==> src/rtl/systolic_sequencer.sv <==
// rtl/systolic_sequencer.sv - sequences one 2x2 matrix-multiply pass on the systolic array
module systolic_sequencer #(
  parameter int DATA_W       = 16,
  parameter int DRAIN_CYCLES = 3
) (
  input  logic              clk,
  input  logic              reset,
  input  logic              start,
  input  logic              keep_weights,
  input  logic              abort,
  input  logic [DATA_W-1:0] w11,
  input  logic [DATA_W-1:0] w12,
  input  logic [DATA_W-1:0] w21,
  input  logic [DATA_W-1:0] w22,
  input  logic [DATA_W-1:0] a11,
  input  logic [DATA_W-1:0] a12,
  input  logic [DATA_W-1:0] a21,
  input  logic [DATA_W-1:0] a22,
  output logic              load_weight,
  output logic [DATA_W-1:0] weight1,
  output logic [DATA_W-1:0] weight2,
  output logic [DATA_W-1:0] weight3,
  output logic [DATA_W-1:0] weight4,
  output logic              valid,
  output logic [DATA_W-1:0] a_in1,
  output logic [DATA_W-1:0] a_in2,
  output logic              busy,
  output logic              done
);

  typedef enum logic [2:0] {IDLE, LOAD_W, FEED0, FEED1, FEED2, DRAIN, DONE} state_t;

  localparam logic [3:0] DRAIN_LOAD = 4'(DRAIN_CYCLES - 1);

  state_t            state, state_nxt;
  logic [3:0]        drain_cnt, drain_cnt_nxt;
  logic              accept;
  logic [DATA_W-1:0] la11, la12, la21, la22;
  logic [DATA_W-1:0] act11, act12, act21, act22;
  logic              load_nxt, valid_nxt, busy_nxt, done_nxt;
  logic [DATA_W-1:0] a_in1_nxt, a_in2_nxt;

  always_comb begin
    state_nxt     = state;
    drain_cnt_nxt = drain_cnt;
    accept        = 1'b0;
    if (abort) begin
      state_nxt = IDLE;
    end else begin
      case (state)
        IDLE, DONE: begin
          if (start) begin
            accept    = 1'b1;
            state_nxt = keep_weights ? FEED0 : LOAD_W;
          end else begin
            state_nxt = IDLE;
          end
        end
        LOAD_W: state_nxt = FEED0;
        FEED0:  state_nxt = FEED1;
        FEED1:  state_nxt = FEED2;
        FEED2: begin
          state_nxt     = DRAIN;
          drain_cnt_nxt = DRAIN_LOAD;
        end
        DRAIN: begin
          if (drain_cnt == 4'd0) state_nxt = DONE;
          else drain_cnt_nxt = drain_cnt - 4'd1;
        end
        default: state_nxt = IDLE;
      endcase
    end
  end

  // Outputs are decoded from the next state so they are registered yet aligned with it
  always_comb begin
    act11     = accept ? a11 : la11;
    act12     = accept ? a12 : la12;
    act21     = accept ? a21 : la21;
    act22     = accept ? a22 : la22;
    load_nxt  = (state_nxt == LOAD_W);
    valid_nxt = (state_nxt == FEED0) || (state_nxt == FEED1) ||
                (state_nxt == FEED2) || (state_nxt == DRAIN);
    busy_nxt  = (state_nxt != IDLE);
    done_nxt  = (state_nxt == DONE);
    a_in1_nxt = '0;
    a_in2_nxt = '0;
    case (state_nxt)
      FEED0: a_in1_nxt = act11;
      FEED1: begin
        a_in1_nxt = act12;
        a_in2_nxt = act21;
      end
      FEED2: a_in2_nxt = act22;
      default: ;
    endcase
  end

  always_ff @(posedge clk) begin
    if (!reset) begin
      state       <= IDLE;
      drain_cnt   <= '0;
      la11        <= '0;
      la12        <= '0;
      la21        <= '0;
      la22        <= '0;
      weight1     <= '0;
      weight2     <= '0;
      weight3     <= '0;
      weight4     <= '0;
      load_weight <= 1'b0;
      valid       <= 1'b0;
      a_in1       <= '0;
      a_in2       <= '0;
      busy        <= 1'b0;
      done        <= 1'b0;
    end else begin
      state     <= state_nxt;
      drain_cnt <= drain_cnt_nxt;
      if (accept) begin
        la11    <= a11;
        la12    <= a12;
        la21    <= a21;
        la22    <= a22;
        weight1 <= w11;
        weight2 <= w12;
        weight3 <= w21;
        weight4 <= w22;
      end
      load_weight <= load_nxt;
      valid       <= valid_nxt;
      a_in1       <= a_in1_nxt;
      a_in2       <= a_in2_nxt;
      busy        <= busy_nxt;
      done        <= done_nxt;
    end
  end

endmodule

==> config.mk <==
export PLATFORM = sky130hd
export DESIGN_NAME = systolic_sequencer
export DESIGN_NICKNAME = d
export VERILOG_FILES = /design/src/rtl/systolic_sequencer.sv
export SDC_FILE = /design/constraint.sdc
export NUM_CORES = 1
export LEC_CHECK = 0
export CAP_MARGIN = 5
export CELL_PAD_IN_SITES_DETAIL_PLACEMENT = 0
export CELL_PAD_IN_SITES_GLOBAL_PLACEMENT = 1
export CORE_ASPECT_RATIO = 1.75
export CORE_MARGIN = 5
export CORE_UTILIZATION = 35
export DETAILED_ROUTE_END_ITERATION = 8
export GPL_TIMING_DRIVEN = 0
export PLACE_DENSITY = 0.91
export SYNTH_ARGS = -nofsm -noshare
export SYNTH_HDL_FRONTEND = slang
export SYNTH_SLANG_ARGS = --single-unit
==> constraint.sdc <==
create_clock -name clk -period 3.5 [get_ports clk]
set_clock_uncertainty 0.1 [all_clocks]
set_input_delay 0.525 -clock clk [delete_from_list [all_inputs] [get_ports clk]]
set_output_delay 0.525 -clock clk [all_outputs]
set_load 0.005 [all_outputs]
==> metrics, run 1 <==
worst-case reg-to-reg path depth=6; crit path kind=in2reg; antenna cells=0; drt first pass iters=4; fin crit period=between 2 and 2.5 ns; EDFF count, synth=0; Clock Sinks=approximately 170; Die Footprint=approximately 0.021 mm^2; CTS Buffer Depth=2; Min-Delay Path Depth=2; post-DR vias/cell=approximately 4.6; sw power=approximately 1.1 mW; Sequential Area=around 0.0034 mm^2; asr flop ratio synth=0; largest net degree at the start of global routing=18; footprint of the multi-input gates=0.00254 mm^2; Reg power frac=0.467; die width=approximately 110 um; endpoints failing setup=0; syn_nets=766; r2r setup slk=1.37 ns; min-delay worst type=reg2reg; HPWL Detailed=13700 um; share of cells above drive strength 1=0.0570; Hold Path End=weight1[13]$_SDFFE_PN0P_; critical path arrival=2.48 ns; Final ANT Viol Nets=0; crit path max-delay cell type=o21ai_1; pwr/cell area=between 400 and 500 mW/mm^2; final hold vios=0; post-layout util=0.539; clk root buf=clkbuf_16; Reg-to-Reg Start=state[0]$_SDFF_PN0_; clock tree from TritonCTS=yes; CP endpoint kind=flop; Worst Max-Slew Pin Slew=between 0.6 and 0.7 ns; fin crit share=0.661; crit-path cells=clkdlybuf4s50_1, a21oi_1, nor3_1, o21ai_1, clkbuf_1, o22ai_1; drt initial violations=100; GR Overflow Total=0; most frequent cells after synthesis=dfxtp_1, nand2_1, nor2b_1; Slew headroom=0.553; status=finished, final reports clean; Syn Inst Count=631; Syn-to-layout area delta=50.7%; Pleak=about 3.4 nW; capturing point of the worst reg2reg path=a_in1[12]$_SDFF_PN0_; P_int=3.29 mW; Req. time, crit path=around 3.7 ns; Max-Cap Viols=0; Sw Share=0.252; cell area after technology mapping=around 0.0063 mm^2; number of I/O port buffers=232; most numerous cell in the Yosys netlist=dfxtp_1; # hold bufs at CTS=0; Cell Rows=64; Total Nets Final=1017; ys flop type=dfxtp_1; Worst-path clk slew=0.07 ns; slowest stage delay, CP=0.53 ns; first-pass GRT wire length=28300 um; gr usage total=0.170; Fmax=432 MHz; Die Height=187 um; post-synthesis register bit count=171; drt total wl=18000 um; Yosys top cell area share=0.546; initial antenna violation count=0; synth unique cells=37; Slew Viols, Final=0; Worst Min Path Start=weight1[13]$_SDFFE_PN0P_; Avg Cell Area, Syn=around 9.9 um^2; H-Tree Depth=4; Comb power frac=0.123; vias in the first global route=roughly 5400; number of fillers in the final layout=1586; CP Max Fanout=10; maximum vdd ir drop=275 uV; initial core utilization=0.358; post-synth top area cell=dfxtp_1; Top Ports=233; GPL Wtd Cong=0.796; mean routed wirelength per cell=16.0 um; Residual DRC=0; leading post-synthesis cells by cell area=dfxtp_1, mux2i_1, nand2_1, nor2b_1, a21boi_1; Core ar.=0.0175 mm^2; Yosys warnings=0; clock share of power=0.410; RSZ-0062 raised after global routing=false; Setup TNS=0 ns; DR vias=5225; Seq/Total Area, Yosys=0.546; Clock Latency Late Sink=roughly 0.42 ns; postcts setup bufs=0; CP startpoint kind=primary input; CTS resizes=0; CTS Buf Count=17
## routing by layer
metal / GRT usage / wire length [um] / up-vias
met5: 0 / 0 / -
met4: 0.0703 / 546 / 0
met3: 0.0489 / 1060 / 28
met2: 0.325 / 9760 / 163
met1: 0.168 / 6680 / 2421
li1: - / - / 2613
## power by group through the flow
stage	combinational (mW)	clock (mW)	sequential, mW
after floorplan	0.240	0	2.10
after global placement	0.542	0	2.10
after detailed placement	0.546	0	2.10
after CTS	0.550	1.85	2.06
after global routing	0.588	1.93	2.06
final	0.540	1.81	2.06
## cell families (layout without fill, tap and decap cells)
| group | after synthesis | after routing | share of synthesized area |
|---|---|---|---|
| fa+ha+maj | 2 | 2 | 0.00399 |
| compound gates | 111 | 111 | 0.118 |
| buf+inv | 47 | 311 | 0.0491 |
| xor+xnor | 2 | 2 | 0.00279 |
| flops | 171 | 171 | 0.546 |
| simple gates | 234 | 234 | 0.178 |
| mux | 64 | 64 | 0.102 |
## how the worst max path moves through the flow
stage	start	end	slack (ns)	cells past startpoint
global placement	reset	load_weight$_SDFF_PN0_	0.72	5
floorplan	abort	a_in1[0]$_SDFF_PN0_	1.72	7
CTS	reset	la12[7]$_SDFF_PN0_	1.14	5
finish	start	a_in1[12]$_SDFF_PN0_	1.19	6
global route	reset	done$_SDFF_PN0_	1.05	5
detailed placement	reset	la11[5]$_SDFF_PN0_	0.71	5
## area by class of cell
type                       instances  share of cell area
inverter                           4             0.00159
buffer                            43              0.0310
timing repair buffer             232               0.246
multi-input combinational        413               0.269
clock buffer                      19              0.0458
sequential                       171               0.362
clock inverter                    13              0.0142
tap                              231              0.0306
## state kept, by name, summed over array words and instances, names as in the netlist, 3 cells and up
signal     flops
a_in1         16
a_in2         16
la11          16
la12          16
la21          16
la22          16
weight1       16
weight2       16
weight3       16
weight4       16
drain_cnt      4
state          3
## cell usage in the layout (no fill, tap or decap), types with 2 or more instances in the layout
cell type,count
a21boi_0,5
a21boi_1,47
a21oi_1,19
buf_2,2
buf_6,9
buf_8,5
clkbuf_1,27
clkbuf_16,17
clkdlybuf4s50_1,232
clkinv_4,2
clkinv_8,2
clkinvlp_4,4
dfxtp_1,171
ha_1,2
inv_1,4
inv_8,4
mux2i_1,64
nand2_1,134
nand2b_1,3
nand3_1,6
nand4_1,2
nor2_1,9
nor2b_1,67
nor3_1,3
nor3b_1,3
o21ai_0,2
o22ai_1,32
xor2_1,2
## worst max-delay path, delay by kind of cell
family	cells	cell delay (ns)
AO/OA/AOI/OAI	3	0.90
buffers and inverters	2	0.98
AND/OR/NAND/NOR	1	0.08
## per-stage QoR
stage	total power [mW]	std cells	setup WS, ns	hold slack [ns]	instance area (um^2)
finish	4.40	1126	1.19	0.353	9450
global route	4.58	1126	1.05	0.372	9450
CTS	4.46	1126	1.14	0.357	9450
detailed placement	2.65	1094	0.714	0.345	8880
global placement	2.64	1094	0.723	0.340	8880
floorplan	2.34	631	1.72	0.351	6270
(Power assumes the default switching activity.)
==> run 2, diff against run 1 <==
--- a/config.mk
+++ b/config.mk
@@ -10,10 +10,10 @@
 export CELL_PAD_IN_SITES_GLOBAL_PLACEMENT = 1
 export CORE_ASPECT_RATIO = 1.75
 export CORE_MARGIN = 5
-export CORE_UTILIZATION = 35
+export CORE_UTILIZATION = 30
 export DETAILED_ROUTE_END_ITERATION = 8
 export GPL_TIMING_DRIVEN = 0
-export PLACE_DENSITY = 0.91
+export PLACE_DENSITY = 0.84
 export SYNTH_ARGS = -nofsm -noshare
 export SYNTH_HDL_FRONTEND = slang
 export SYNTH_SLANG_ARGS = --single-unit
==> constraint.sdc (replaced) <==
create_clock -name clk -period 2 [get_ports clk]
set_clock_uncertainty 0.1 [all_clocks]
set_input_delay 0.3 -clock clk [delete_from_list [all_inputs] [get_ports clk]]
set_output_delay 0.3 -clock clk [all_outputs]
set_load 0.005 [all_outputs]
==> run 2 against run 1 <==
Setup slack worse by 1.1 ns. Combinational power up 80%. Global-route usage down 1.3 points. Sequential share of layout area down 0.63 points. Clock power up 98%. Register-to-register slack worse by 1.3 ns. Largest power group unchanged. Highest routed layer unchanged.
==> metrics, run 2 (synthesized netlist as in run 1, its figures left out) <==
status=finished, final reports clean; Worst-path clk slew=0.07 ns; crit path kind=reg2reg; CP Max Fanout=10; mean routed wirelength per cell=16.3 um; min-delay worst type=in2reg; r2r setup slk=~0.1 ns; CP startpoint kind=flop; pre-CTS setup slack=-0.799 ns; gr usage total=0.157; CTS Buffer Depth=2; capturing point of the worst reg2reg path=a_in1[4]$_SDFF_PN0_; crit path max-delay cell type=dfxtp_1; Max-Cap Viols=0; Reg-to-Reg Start=state[1]$_SDFF_PN0_; vias in the first global route=5405; Slew headroom=0.606; setup slack after layout=approximately 0.098 ns; post-route cell area=a little under 0.01 mm^2; HPWL Detailed=14300 um; Pleak=3.43 nW; Clock Latency Late Sink=0.43 ns; fin crit share=0.951; crit-path cells=buf_6, nand2b_4, and4_1, buf_2, buf_8, buf_8, mux2i_1, o22ai_1; maximum vdd ir drop=a little under 500 uV; CTS Buf Count=17; GPL Wtd Cong=0.743; post-DR vias/cell=4.50; pwr/cell area=roughly 850 mW/mm^2; most frequent cells in the layout=clkdlybuf4s50_1, dfxtp_1, nand2_1, nor2b_1, mux2i_1; clk root buf=clkbuf_16; RSZ-0062 raised after global routing=true; drt first pass iters=4; DR vias=5165; Die Footprint=0.0240 mm^2; CP endpoint kind=flop; antenna cells=0; final hold vios=0; number of I/O port buffers=232; delay-heaviest family, CP=buffers and inverters; Top Ports=between 200 and 250; Slew Viols, Final=0; Worst Max-Slew Pin Slew=0.590 ns; Die Height=201 um; Cell Rows=70; Req. time, crit path=2.19 ns; critical path launch point=state[1]$_SDFF_PN0_; GR Overflow Total=0; Worst Setup EP=a_in1[4]$_SDFF_PN0_; Fmax=526 MHz; Syn-to-layout area delta=53.3%; initial core utilization=0.302; share of cells above drive strength 1=0.0793; slowest stage delay, CP=0.35 ns; Residual DRC=0; drt total wl=18700 um; most common cell after layout, fill and taps aside=clkdlybuf4s50_1; drt initial violations=148; Final ANT Viol Nets=0; die width=approximately 120 um; Core ar.=0.0208 mm^2; WHS=0.302 ns; largest net degree at the start of global routing=20; initial antenna violation count=0; Total Nets Final=slightly above 1000; clock tree from TritonCTS=yes; placed cell area=0.00891 mm^2; CP Buf/Inv Count=4; worst-case reg-to-reg path depth=8; endpoints failing setup=0; H-Tree Depth=4; Clock Sinks=171; post-layout util=0.463; first-pass GRT wire length=29600 um; fin crit period=1.90 ns; Crit path depth=8; critical path arrival=2.09 ns; CP most frequent cell=buf_8; # hold bufs at CTS=0
[run 2: routing by layer]
metal  track usage  share of wire  up-vias
li1              -              -     2615
met1         0.159           0.37     2356
met2         0.291           0.54      161
met3        0.0439          0.057       33
met4        0.0799          0.036        0
met5             0              0        -
[run 2: area by class of cell]
| type | count | area, um^2 |
|---|---|---|
| clock inverter | 15 | 215 |
| multi-input combinational | 413 | 2590 |
| buffer | 42 | 304 |
| clock buffer | 17 | 425 |
| sequential | 171 | 3420 |
| tap | 252 | 315 |
| timing repair buffer | 233 | 2330 |
| inverter | 4 | 15.0 |
| fill | 1992 | 11100 |
[run 2: what timing repair did]
action,4_1_cts,5_1_grt
endpoints found under the setup margin,36,80
setup buffers,0,1
gates resized for setup,5,15
[run 2: worst min-delay path by stage]
stage | startpoint | end | slack [ns] | cells past startpoint
global route | w11[8] | weight1[8]$_SDFFE_PN0P_ | 0.29 | 3
finish | w11[14] | weight1[14]$_SDFFE_PN0P_ | 0.30 | 3
floorplan | w11[0] | weight1[0]$_SDFFE_PN0P_ | 0.33 | 2
detailed placement | weight4[15]$_SDFFE_PN0P_ | weight4[15]$_SDFFE_PN0P_ | 0.35 | 2
CTS | w11[14] | weight1[14]$_SDFFE_PN0P_ | 0.28 | 3
global placement | weight1[1]$_SDFFE_PN0P_ | weight1[1]$_SDFFE_PN0P_ | 0.34 | 2
[run 2: worst register-to-register path, stage by stage, from the launching register on]
cell and delay (ns):
dfxtp_1 0.35, buf_6 0.14, nand2b_4 0.13, and4_1 0.17
buf_2 0.12, buf_8 0.17, buf_8 0.19, mux2i_1 0.27
o22ai_1 0.11
[run 2: metrics by stage]
step	TNS, ns	instances	total power [mW]
after floorplan	0	631	4.10
after global placement	-57.81	1115	4.63
after detailed placement	-59.63	1115	4.64
after CTS	0	1146	8.24
after global routing	-0.0527	1147	8.49
final	0	1147	8.15
[run 2: report_power, final]
| group | total, mW | internal, mW | switching, mW |
|---|---|---|---|
| sequential | 3.60 | 3.55 | 0.0522 |
| clock | 3.58 | 2.12 | 1.46 |
| combinational | 0.971 | 0.579 | 0.391 |
